[src/rtl/regfile_writeback.sv]
// regfile_writeback
//   Register-file write-port initiator. Results from the ALU (src0) and the
//   load unit (src1) are accepted over valid/ready handshakes. At most one
//   result is accepted per cycle, using round-robin arbitration when both
//   sources are valid. Accepted results go into a small in-order FIFO. The
//   FIFO retires one entry per cycle into the register file, which always
//   accepts. Pending-write lookups on two read addresses let the issue logic
//   stall on registers that are not yet written.
//
// Optional feature (macro REGFILE_WRITEBACK_BYPASS_EN):
//   Adds the qN_hit/qN_data outputs. qN_data returns the data of the youngest
//   buffered write to qN_addr, so the consumer can forward it instead of
//   stalling.
//
// Ports:
//   clk, rst                      clock; asynchronous active-high reset
//   s0_valid/ready/addr/data      ALU result handshake
//   s1_valid/ready/addr/data      load result handshake
//   we, addrw, dataw              regfile write port, driven from FIFO head
//   q0_addr, q1_addr              read addresses to check
//   q0_pend, q1_pend              a buffered write targets qN_addr
//   q0_hit/q0_data, q1_hit/q1_data  (bypass build only) forwarding data
module regfile_writeback #(
    parameter int XLEN  = 8,
    parameter int N     = 8,
    parameter int A     = $clog2(N),
    parameter int DEPTH = 4
) (
    input  logic            clk,
    input  logic            rst,
    input  logic            s0_valid,
    output logic            s0_ready,
    input  logic [A-1:0]    s0_addr,
    input  logic [XLEN-1:0] s0_data,
    input  logic            s1_valid,
    output logic            s1_ready,
    input  logic [A-1:0]    s1_addr,
    input  logic [XLEN-1:0] s1_data,
    output logic            we,
    output logic [A-1:0]    addrw,
    output logic [XLEN-1:0] dataw,
    input  logic [A-1:0]    q0_addr,
    input  logic [A-1:0]    q1_addr,
    output logic            q0_pend,
    output logic            q1_pend
`ifdef REGFILE_WRITEBACK_BYPASS_EN
    ,
    output logic            q0_hit,
    output logic [XLEN-1:0] q0_data,
    output logic            q1_hit,
    output logic [XLEN-1:0] q1_data
`endif
);

    localparam int PW = $clog2(DEPTH);
    localparam int CW = $clog2(DEPTH + 1);

    logic [CW-1:0]   count_q, count_d;
    logic [PW-1:0]   rd_ptr_q, wr_ptr_q;
    logic            rr_q;              // 0: src0 wins a tie, 1: src1 wins
    logic [DEPTH-1:0] vld_q;            // per-slot occupancy, used by the lookups
    logic [A-1:0]    addr_q [DEPTH];
    logic [XLEN-1:0] data_q [DEPTH];

    logic            full, empty;
    logic            gnt0, gnt1;
    logic            acc0, acc1;
    logic            push, pop;
    logic [A-1:0]    in_addr;
    logic [XLEN-1:0] in_data;

    assign full  = (count_q == CW'(DEPTH));
    assign empty = (count_q == '0);

    // Grant goes to the only valid source. On a tie, the round-robin pointer
    // decides.
    // NOTE: every signal assigned in always_comb gets a default first, so no
    // path leaves it unassigned and no latch is inferred.
    always_comb begin
        gnt0 = 1'b0;
        gnt1 = 1'b0;
        if (s0_valid && s1_valid) begin
            gnt0 = ~rr_q;
            gnt1 = rr_q;
        end else begin
            gnt0 = s0_valid;
            gnt1 = s1_valid;
        end
    end

    // There is no pass-through: a full FIFO refuses input even on a pop cycle.
    assign s0_ready = gnt0 & ~full & ~rst;
    assign s1_ready = gnt1 & ~full & ~rst;
    assign acc0     = s0_valid & s0_ready;
    assign acc1     = s1_valid & s1_ready;

    assign in_addr = acc1 ? s1_addr : s0_addr;
    assign in_data = acc1 ? s1_data : s0_data;

    // A write to register 0 completes its handshake but is dropped here.
    assign push    = (acc0 | acc1) && (in_addr != '0);
    assign pop     = ~empty;              // regfile always accepts
    assign count_d = count_q + CW'(push) - CW'(pop);

    // NOTE: sequential state uses non-blocking assignments only, so every
    // register samples the pre-edge values regardless of statement order.
    always_ff @(posedge clk or posedge rst) begin
        if (rst) begin
            count_q  <= '0;
            rd_ptr_q <= '0;
            wr_ptr_q <= '0;
            rr_q     <= 1'b0;
            vld_q    <= '0;
            // NOTE: the storage array is reset on purpose. The head slot drives
            // addrw/dataw directly, and those outputs must read 0 in reset.
            for (int i = 0; i < DEPTH; i++) begin
                addr_q[i] <= '0;
                data_q[i] <= '0;
            end
        end else begin
            count_q <= count_d;
            if (pop) begin
                rd_ptr_q        <= rd_ptr_q + PW'(1);
                vld_q[rd_ptr_q] <= 1'b0;
            end
            // push and pop never hit the same slot: that needs count 0 or DEPTH
            if (push) begin
                wr_ptr_q         <= wr_ptr_q + PW'(1);
                vld_q[wr_ptr_q]  <= 1'b1;
                addr_q[wr_ptr_q] <= in_addr;
                data_q[wr_ptr_q] <= in_data;
            end
            // Only a contested grant that is taken flips the priority.
            if (s0_valid && s1_valid && (acc0 || acc1))
                rr_q <= ~rr_q;
        end
    end

    assign we    = ~empty;
    assign addrw = addr_q[rd_ptr_q];
    assign dataw = data_q[rd_ptr_q];

    // The head entry counts as pending. The regfile captures it only at the
    // coming edge.
    always_comb begin
        q0_pend = 1'b0;
        q1_pend = 1'b0;
        for (int i = 0; i < DEPTH; i++) begin
            if (vld_q[i] && (addr_q[i] == q0_addr) && (q0_addr != '0)) q0_pend = 1'b1;
            if (vld_q[i] && (addr_q[i] == q1_addr) && (q1_addr != '0)) q1_pend = 1'b1;
        end
    end

`ifdef REGFILE_WRITEBACK_BYPASS_EN
    logic [PW-1:0] scan_idx;

    assign q0_hit = q0_pend;
    assign q1_hit = q1_pend;

    // Walk from the oldest slot to the youngest. A later match overrides an
    // earlier one, so the youngest matching write wins.
    always_comb begin
        q0_data  = '0;
        q1_data  = '0;
        scan_idx = '0;
        for (int k = 0; k < DEPTH; k++) begin
            scan_idx = rd_ptr_q + PW'(k);
            if (vld_q[scan_idx] && (addr_q[scan_idx] == q0_addr) && (q0_addr != '0))
                q0_data = data_q[scan_idx];
            if (vld_q[scan_idx] && (addr_q[scan_idx] == q1_addr) && (q1_addr != '0))
                q1_data = data_q[scan_idx];
        end
    end
`endif

endmodule

[config.mk]
export PLATFORM = sky130hd
export DESIGN_NAME = regfile_writeback
export DESIGN_NICKNAME = d
export VERILOG_FILES = /design/src/rtl/regfile_writeback.sv
export SDC_FILE = /design/constraint.sdc
export NUM_CORES = 1
export LEC_CHECK = 0
export ABC_CLOCK_PERIOD_IN_PS = 2890
export CORE_ASPECT_RATIO = 0.8
export CORE_MARGIN = 5
export CORE_UTILIZATION = 35
export CTS_CLUSTER_DIAMETER = 60
export DETAILED_ROUTE_END_ITERATION = 12
export GPL_TIMING_DRIVEN = 0
export PLACE_DENSITY = 0.64
export SLEW_MARGIN = 20
export SYNTH_ARGS = -nofsm -noshare
export SYNTH_HDL_FRONTEND = slang
export SYNTH_SLANG_ARGS = --single-unit
[constraint.sdc]
create_clock -name clk -period 2.89 [get_ports clk]
set_clock_uncertainty 0.1 [all_clocks]
set_input_delay 0.578 -clock clk [delete_from_list [all_inputs] [get_ports clk]]
set_output_delay 0.578 -clock clk [all_outputs]
set_load 0.005 [all_outputs]
==> results of run 1 <==
## how the worst min path moves through the flow
stage,end,slack (ns)
6_report,data_q[17]$_DFFE_PP0P_,0.40
3_3_place_gp,data_q[8]$_DFFE_PP0P_,0.38
4_1_cts,data_q[16]$_DFFE_PP0P_,0.40
3_5_place_dp,data_q[16]$_DFFE_PP0P_,0.39
2_1_floorplan,vld_q[0]$_DFF_PP0_,0.36
5_1_grt,data_q[7]$_DFFE_PP0P_,0.42
## layout make-up
type                       instances  area [um^2]  share of cell area [%]
buffer                            15         87.6                    2.21
clock buffer                       6          139                    3.51
clock inverter                     2         38.8                   0.979
inverter                           8         32.5                   0.821
multi-input combinational        163         1680                    42.5
sequential                        56         1400                    35.4
tap                              115          144                    3.63
timing repair buffer              44          437                    11.0
## worst max-delay path: stages, from the launching register on
cell and delay (ns):
dfrtp_1 0.47, buf_4 0.30, mux4_2 0.55, clkdlybuf4s50_1 0.46
## sequential cells by signal, indices dropped and copies added (netlist names)
register	flops
data_q	32
vld_q	4
wr_ptr_q	2
addr_q	12
count_q	3
rd_ptr_q	2
rr_q	1
## metal layers
| metal | GRT usage [%] | vias up | wire, um |
|---|---|---|---|
| li1 | - | 978 | - |
| met1 | 17.2 | 1080 | 3170 |
| met2 | 22.0 | 50 | 3220 |
| met3 | 2.66 | 4 | 291 |
| met4 | 3.19 | 0 | 44 |
| met5 | 0 | - | 0 |
## kinds of logic after synthesis
| logic type | count (synthesis) |
|---|---|
| compound gates | 12 |
| xor+xnor | 29 |
| fa+ha+maj | 11 |
| buf+inv | 23 |
| flops | 56 |
| mux | 63 |
| simple gates | 48 |
## repair_timing
item / CTS / global route
hold endpoints to repair: 0 / 0
setup buffers: 2 / 1
pin swaps: 1 / 1
gates resized for setup: 7 / 3
endpoints found under the setup margin: 11 / 2
## where the power goes
group	switching [W]	internal (W)
combinational	0.000721	0.00121
clock	0.000266	0.000434
sequential	0.000338	0.00119
## cells in the mapped netlist (all sizes together)
library cell / number
nand3: 2
a21oi: 1
nor2: 3
o21ai: 1
or3b: 1
a32o: 4
xor2: 1
buf: 10
xnor2: 28
fa: 1
inv: 8
nor2b: 2
clkbuf: 5
nand2: 14
nor3b: 1
a311o: 1
nand2b: 2
nand4: 14
a41oi: 2
and4: 2
or3: 1
dfrtp: 56
mux4: 11
ha: 10
a31oi: 2
nor3: 6
o31ai: 1
mux2: 52
## cells in the final DEF (no fill, tap or decap), types with 3 or more instances in the layout
master / Yosys / layout
buf_4: 2 / 5
nor2_1: 3 / 3
clkbuf_16: 0 / 5
nand4_1: 13 / 13
nor3_1: 4 / 4
mux4_2: 11 / 11
nand2_1: 14 / 14
a32o_1: 4 / 4
mux2_2: 41 / 41
ha_1: 10 / 10
dfrtp_1: 56 / 56
buf_2: 4 / 4
mux2_4: 9 / 9
xnor2_1: 28 / 28
inv_1: 8 / 7
clkbuf_1: 5 / 5
clkdlybuf4s50_1: 0 / 38
## per-stage QoR
| stage | setup slack (ns) | TNS [ns] | instance area, um^2 |
|---|---|---|---|
| final | 0.145 | 0 | 3960 |
| after global routing | 0.0317 | 0 | 3960 |
| after CTS | 0.0204 | 0 | 3950 |
| after detailed placement | -0.454 | -0.887 | 3730 |
| after global placement | -0.362 | -20.11 | 3730 |
| after floorplan | 0.337 | 0 | 3180 |
==> results.txt, run 1 <==
status: complete, no violations
flops & latches, synth: 56
Simple-Gate Fraction of Synth Area: 9.14%
Filler cells: 810
first-pass GRT wire length: 11,100 um
global route overflow: 0
Setup violations, final: 0
CP Launch Type: register
Post-DP HPWL: 4960 um
hold_buf cts: 0
crit end category: output port
WP data required: 2.21 ns
final hold vios: 0
crit-path max FO: 10
all-layer global routing usage: 13.0%
final max-slew violation count: 0
drt first pass iters: 4
Die W: 116 um
Power Total: 0.00415 W
Layout Cells excl Fill: 409
hold depth: 1
YS warnings: 0
post-synthesis average cell area: 13.1 um^2
largest family of logic cells by synthesized area: multiplexers
share of the synthesized area in the top cell type: 44.1%
CTS tree: done
cells after synthesis: 242
htree depth: 2
ant diodes: 0
worst setup path end: addrw[2]
detailed-route DRC error count: 0
drt via density: 5.16
CTS root buf: clkbuf_16
share of post-route cells with drive strength above 1: 29.9%
Max Clock Freq: 364 MHz
initial core utilization: 35.4%
min cycle time layout: 2.75 ns
vias in the first global route: 2,229
Hold WS: 0.402 ns
adder-cell area share of the yosys netlist: 4.57%
total CTS buffers: 5
RSZ-0062 raised after global routing: no
per-cell routed wire length: 16.5 um
core area: 8960 um^2
clk slew on worst S/H paths: 0.07 ns
placement row count: 31
Worst R2R Path Depth: 9
cell area after synthesis: 3180 um^2
area of the die: 11,100 um^2
post-synthesis mux area share: 27.3%
clock tree buffer depth: 2
top area cells in the synthesized netlist: dfrtp_1 (44%), mux2_2 (15%), mux4_2 (7.8%), xnor2_1 (7.7%), mux2_4 (4.3%)
worst hold path type: reg -> reg
area grow syn2layout: 24.7%
static leakage: 1.64 nW
DRT antenna net count: 0
Final period util: 95.0%
final layout net count: 336
compound-gate portion of the synthesized area: 3.51%
worst r2r src: count_q[0]$_DFF_PP0_
clock sink count: 56
chip height: 95.2 um
Total Wirelength: 6730 um
R2R Path End: count_q[2]$_DFF_PP0_
Worst-Skew Late Latency: 0.29 ns
Starting DRT DRC Count: 85
placer congestion estimate: 0.789
xor-xnor portion of the synthesized cell area: 8.00%
sequential-to-total area share from yosys stat: 44.1%
Core Util, Final: 44.2%
syn nets: 285
pwr dens: 1050 nW/um^2
synth unique cells: 36
port bufs: 41
Worst Path Class, Setup: reg -> out
FF-to-FF setup slack: 0.29 ns
Critical Path Start: rd_ptr_q[0]$_DFFE_PP0N_
Tightest Pin Transition: 0.678 ns
DP Cell Count: 398
vias: 2,112
Max transition margin: 54.8%
critical path arrival: 2.07 ns
initial antenna violation count: 0
VDD IR-drop max: 0.000438 V
HP Start: data_q[17]$_DFFE_PP0P_
max-cap violations: 0
Ports: 48
leading area contributor after synthesis: dfrtp_1
pin count of the biggest net entering global routing: 57
Note: power is estimated with default switching activity, not from simulation.
==> run 2, diff against run 1 <==
Settings changed: CTS_CLUSTER_SIZE set to 10, PLACE_DENSITY 0.64 to 0.55.
==> results.txt, run 2 (synthesized netlist as in run 1, its figures left out) <==
status: complete, no violations (unchanged)
detailed-route DRC error count: 0 (unchanged)
Max Clock Freq: 362 MHz (was 364 MHz)
crit-path max FO: 10 (unchanged)
ant diodes: 0 (unchanged)
flip-flop count of the largest register after layout: 32 (unchanged)
initial core utilization: 35.4% (unchanged)
clk slew on worst S/H paths: 0.07 ns (about the same)
initial antenna violation count: 0 (unchanged)
share of post-route cells with drive strength above 1: 30.2% (was 29.9%)
area taken by multi-input logic gates: 1680 um^2 (unchanged)
post-route cell area: 3960 um^2 (about the same)
Ports: 48 (unchanged)
hold depth: 1 (unchanged)
all-layer global routing usage: 13.4% (was 13.0%)
area of the die: 11,100 um^2 (unchanged)
worst hold path type: reg -> reg (unchanged)
drt first pass iters: 4 (unchanged)
first-pass GRT wire length: 11,400 um (was 11,100 um)
commonest cells after routing, fill and taps aside: dfrtp_1 (56), mux2_2 (41), clkdlybuf4s50_1 (38) (unchanged)
min cycle time layout: 2.76 ns (was 2.75 ns)
final max-slew violation count: 0 (unchanged)
CP Launch Type: register (unchanged)
core area: 8960 um^2 (unchanged)
final layout net count: 337 (was 336)
top flop regs: data_q (32), addr_q (12), vld_q (4) (unchanged)
WP data required: 2.21 ns (about the same)
Filler cells: 846 (was 810)
CTS tree: done (unchanged)
commonest non-fill, non-tap cell in the layout: dfrtp_1 (unchanged)
pwr dens: 1050 nW/um^2 (about the same)
crit end category: output port (unchanged)
vias: 2,064 (was 2,112)
Hold WS: 0.404 ns (was 0.402 ns)
placement row count: 31 (unchanged)
clock tree buffer depth: 2 (unchanged)
vias in the first global route: 2,131 (was 2,229)
Final period util: 95.5% (was 95.0%)
drt via density: 5.03 (was 5.16)
Worst R2R Path Depth: 9 (unchanged)
per-cell routed wire length: 16.6 um (was 16.5 um)
static leakage: 1.64 nW (about the same)
Register Area: 1400 um^2 (unchanged)
Worst-Skew Late Latency: 0.29 ns (about the same)
Total Wirelength: 6800 um (was 6730 um)
pin count of the biggest net entering global routing: 57 (unchanged)
Max transition margin: 54.1% (was 54.8%)
final hold vios: 0 (unchanged)
DRT antenna net count: 0 (unchanged)
VDD IR-drop max: 0.000403 V (was 0.000438 V)
max-cap violations: 0 (unchanged)
Top reg by flops: data_q (unchanged)
Setup violations, final: 0 (unchanged)
area grow syn2layout: 24.7% (about the same)
total CTS buffers: 5 (unchanged)
hold_buf cts: 0 (unchanged)
Placed Area: 3730 um^2 (unchanged)
Tightest Pin Transition: 0.688 ns (was 0.678 ns)
global route overflow: 0 (unchanged)
clock sink count: 56 (unchanged)
Starting DRT DRC Count: 103 (was 85)
Die W: 116 um (unchanged)
critical path arrival: 2.08 ns (was 2.07 ns)
Power Total: 0.00414 W (was 0.00415 W)
Post-DP HPWL: 4790 um (was 4960 um)
CTS root buf: clkbuf_16 (unchanged)
chip height: 95.2 um (unchanged)
htree depth: 2 (unchanged)
Worst Path Class, Setup: reg -> out (unchanged)
port bufs: 41 (unchanged)
RSZ-0062 raised after global routing: no (unchanged)
placer congestion estimate: 0.758 (was 0.789)
[run 2: cell count changes in the layout (fill, tap and decap cells not counted)]
cell,change
clkbuf_8,-1
buf_4,+1
clkinv_4,+1
buf_8,-1
buf_6,+1
[run 2: power breakdown]
group / total (W) / internal (W) / leakage (nW) / switching, W
clock network: 0.000696 / 0.000412 / 0.0840 / 0.000284
logic: 0.00192 / 0.00120 / 0.888 / 0.000719
registers: 0.00152 / 0.00118 / 0.672 / 0.000334
[run 2: path summary, 6_finish.rpt]
path / startpoint / to / slack [ns]
worst max register to register: count_q[0]$_DFF_PP0_ / count_q[2]$_DFF_PP0_ / 0.30
worst min register to register: data_q[15]$_DFFE_PP0P_ / data_q[15]$_DFFE_PP0P_ / 0.40
worst max-delay path: rd_ptr_q[0]$_DFFE_PP0N_ / addrw[2] / 0.13
worst min-delay path: data_q[15]$_DFFE_PP0P_ / data_q[15]$_DFFE_PP0P_ / 0.40
max in group asynchronous: rst / rd_ptr_q[1]$_DFFE_PP0N_ / 1.68
min in group asynchronous: rst / rr_q$_DFFE_PP0P_ / 0.54
[run 2: through the flow]
stage | worst slack (ns) | util [%] | std cells | TNS (ns)
finish | 0.130 | 44.2 | 410 | 0
global route | 0.0247 | 44.2 | 410 | 0
CTS | 0.00624 | 43.8 | 407 | 0
detailed placement | -0.469 | 41.7 | 398 | -0.948
global placement | -0.440 | 41.6 | 398 | -25.26
floorplan | 0.337 | - | 242 | 0
[run 2: cell type report]
type	instances	area share [%]
timing repair buffer	45	11.2
buffer	15	2.12
inverter	8	0.821
clock buffer	5	3.16
sequential	56	35.4
tap	115	3.63
clock inverter	3	1.20
multi-input combinational	163	42.5
[run 2: metal layers]
metal	track usage, %	part of all wire (%)	routed length (um)
met3	2.66	4.1	279
met1	19.7	50	3430
met5	0	0	0
met4	4.15	1.2	85
met2	20.0	44	3000
[run 2: worst max-delay path, cell delays in order (launching register included)]
cell,delay (ns)
dfrtp_1,0.47
buf_4,0.30
mux4_2,0.56
clkdlybuf4s50_1,0.46
[run 2: what timing repair did]
| action | in CTS | in global routing |
|---|---|---|
| pin swaps | 1 | 2 |
| resized for setup | 6 | 3 |
| setup endpoints to repair | 11 | 2 |
| cloned | 0 | 0 |
| setup buffers | 1 | 3 |
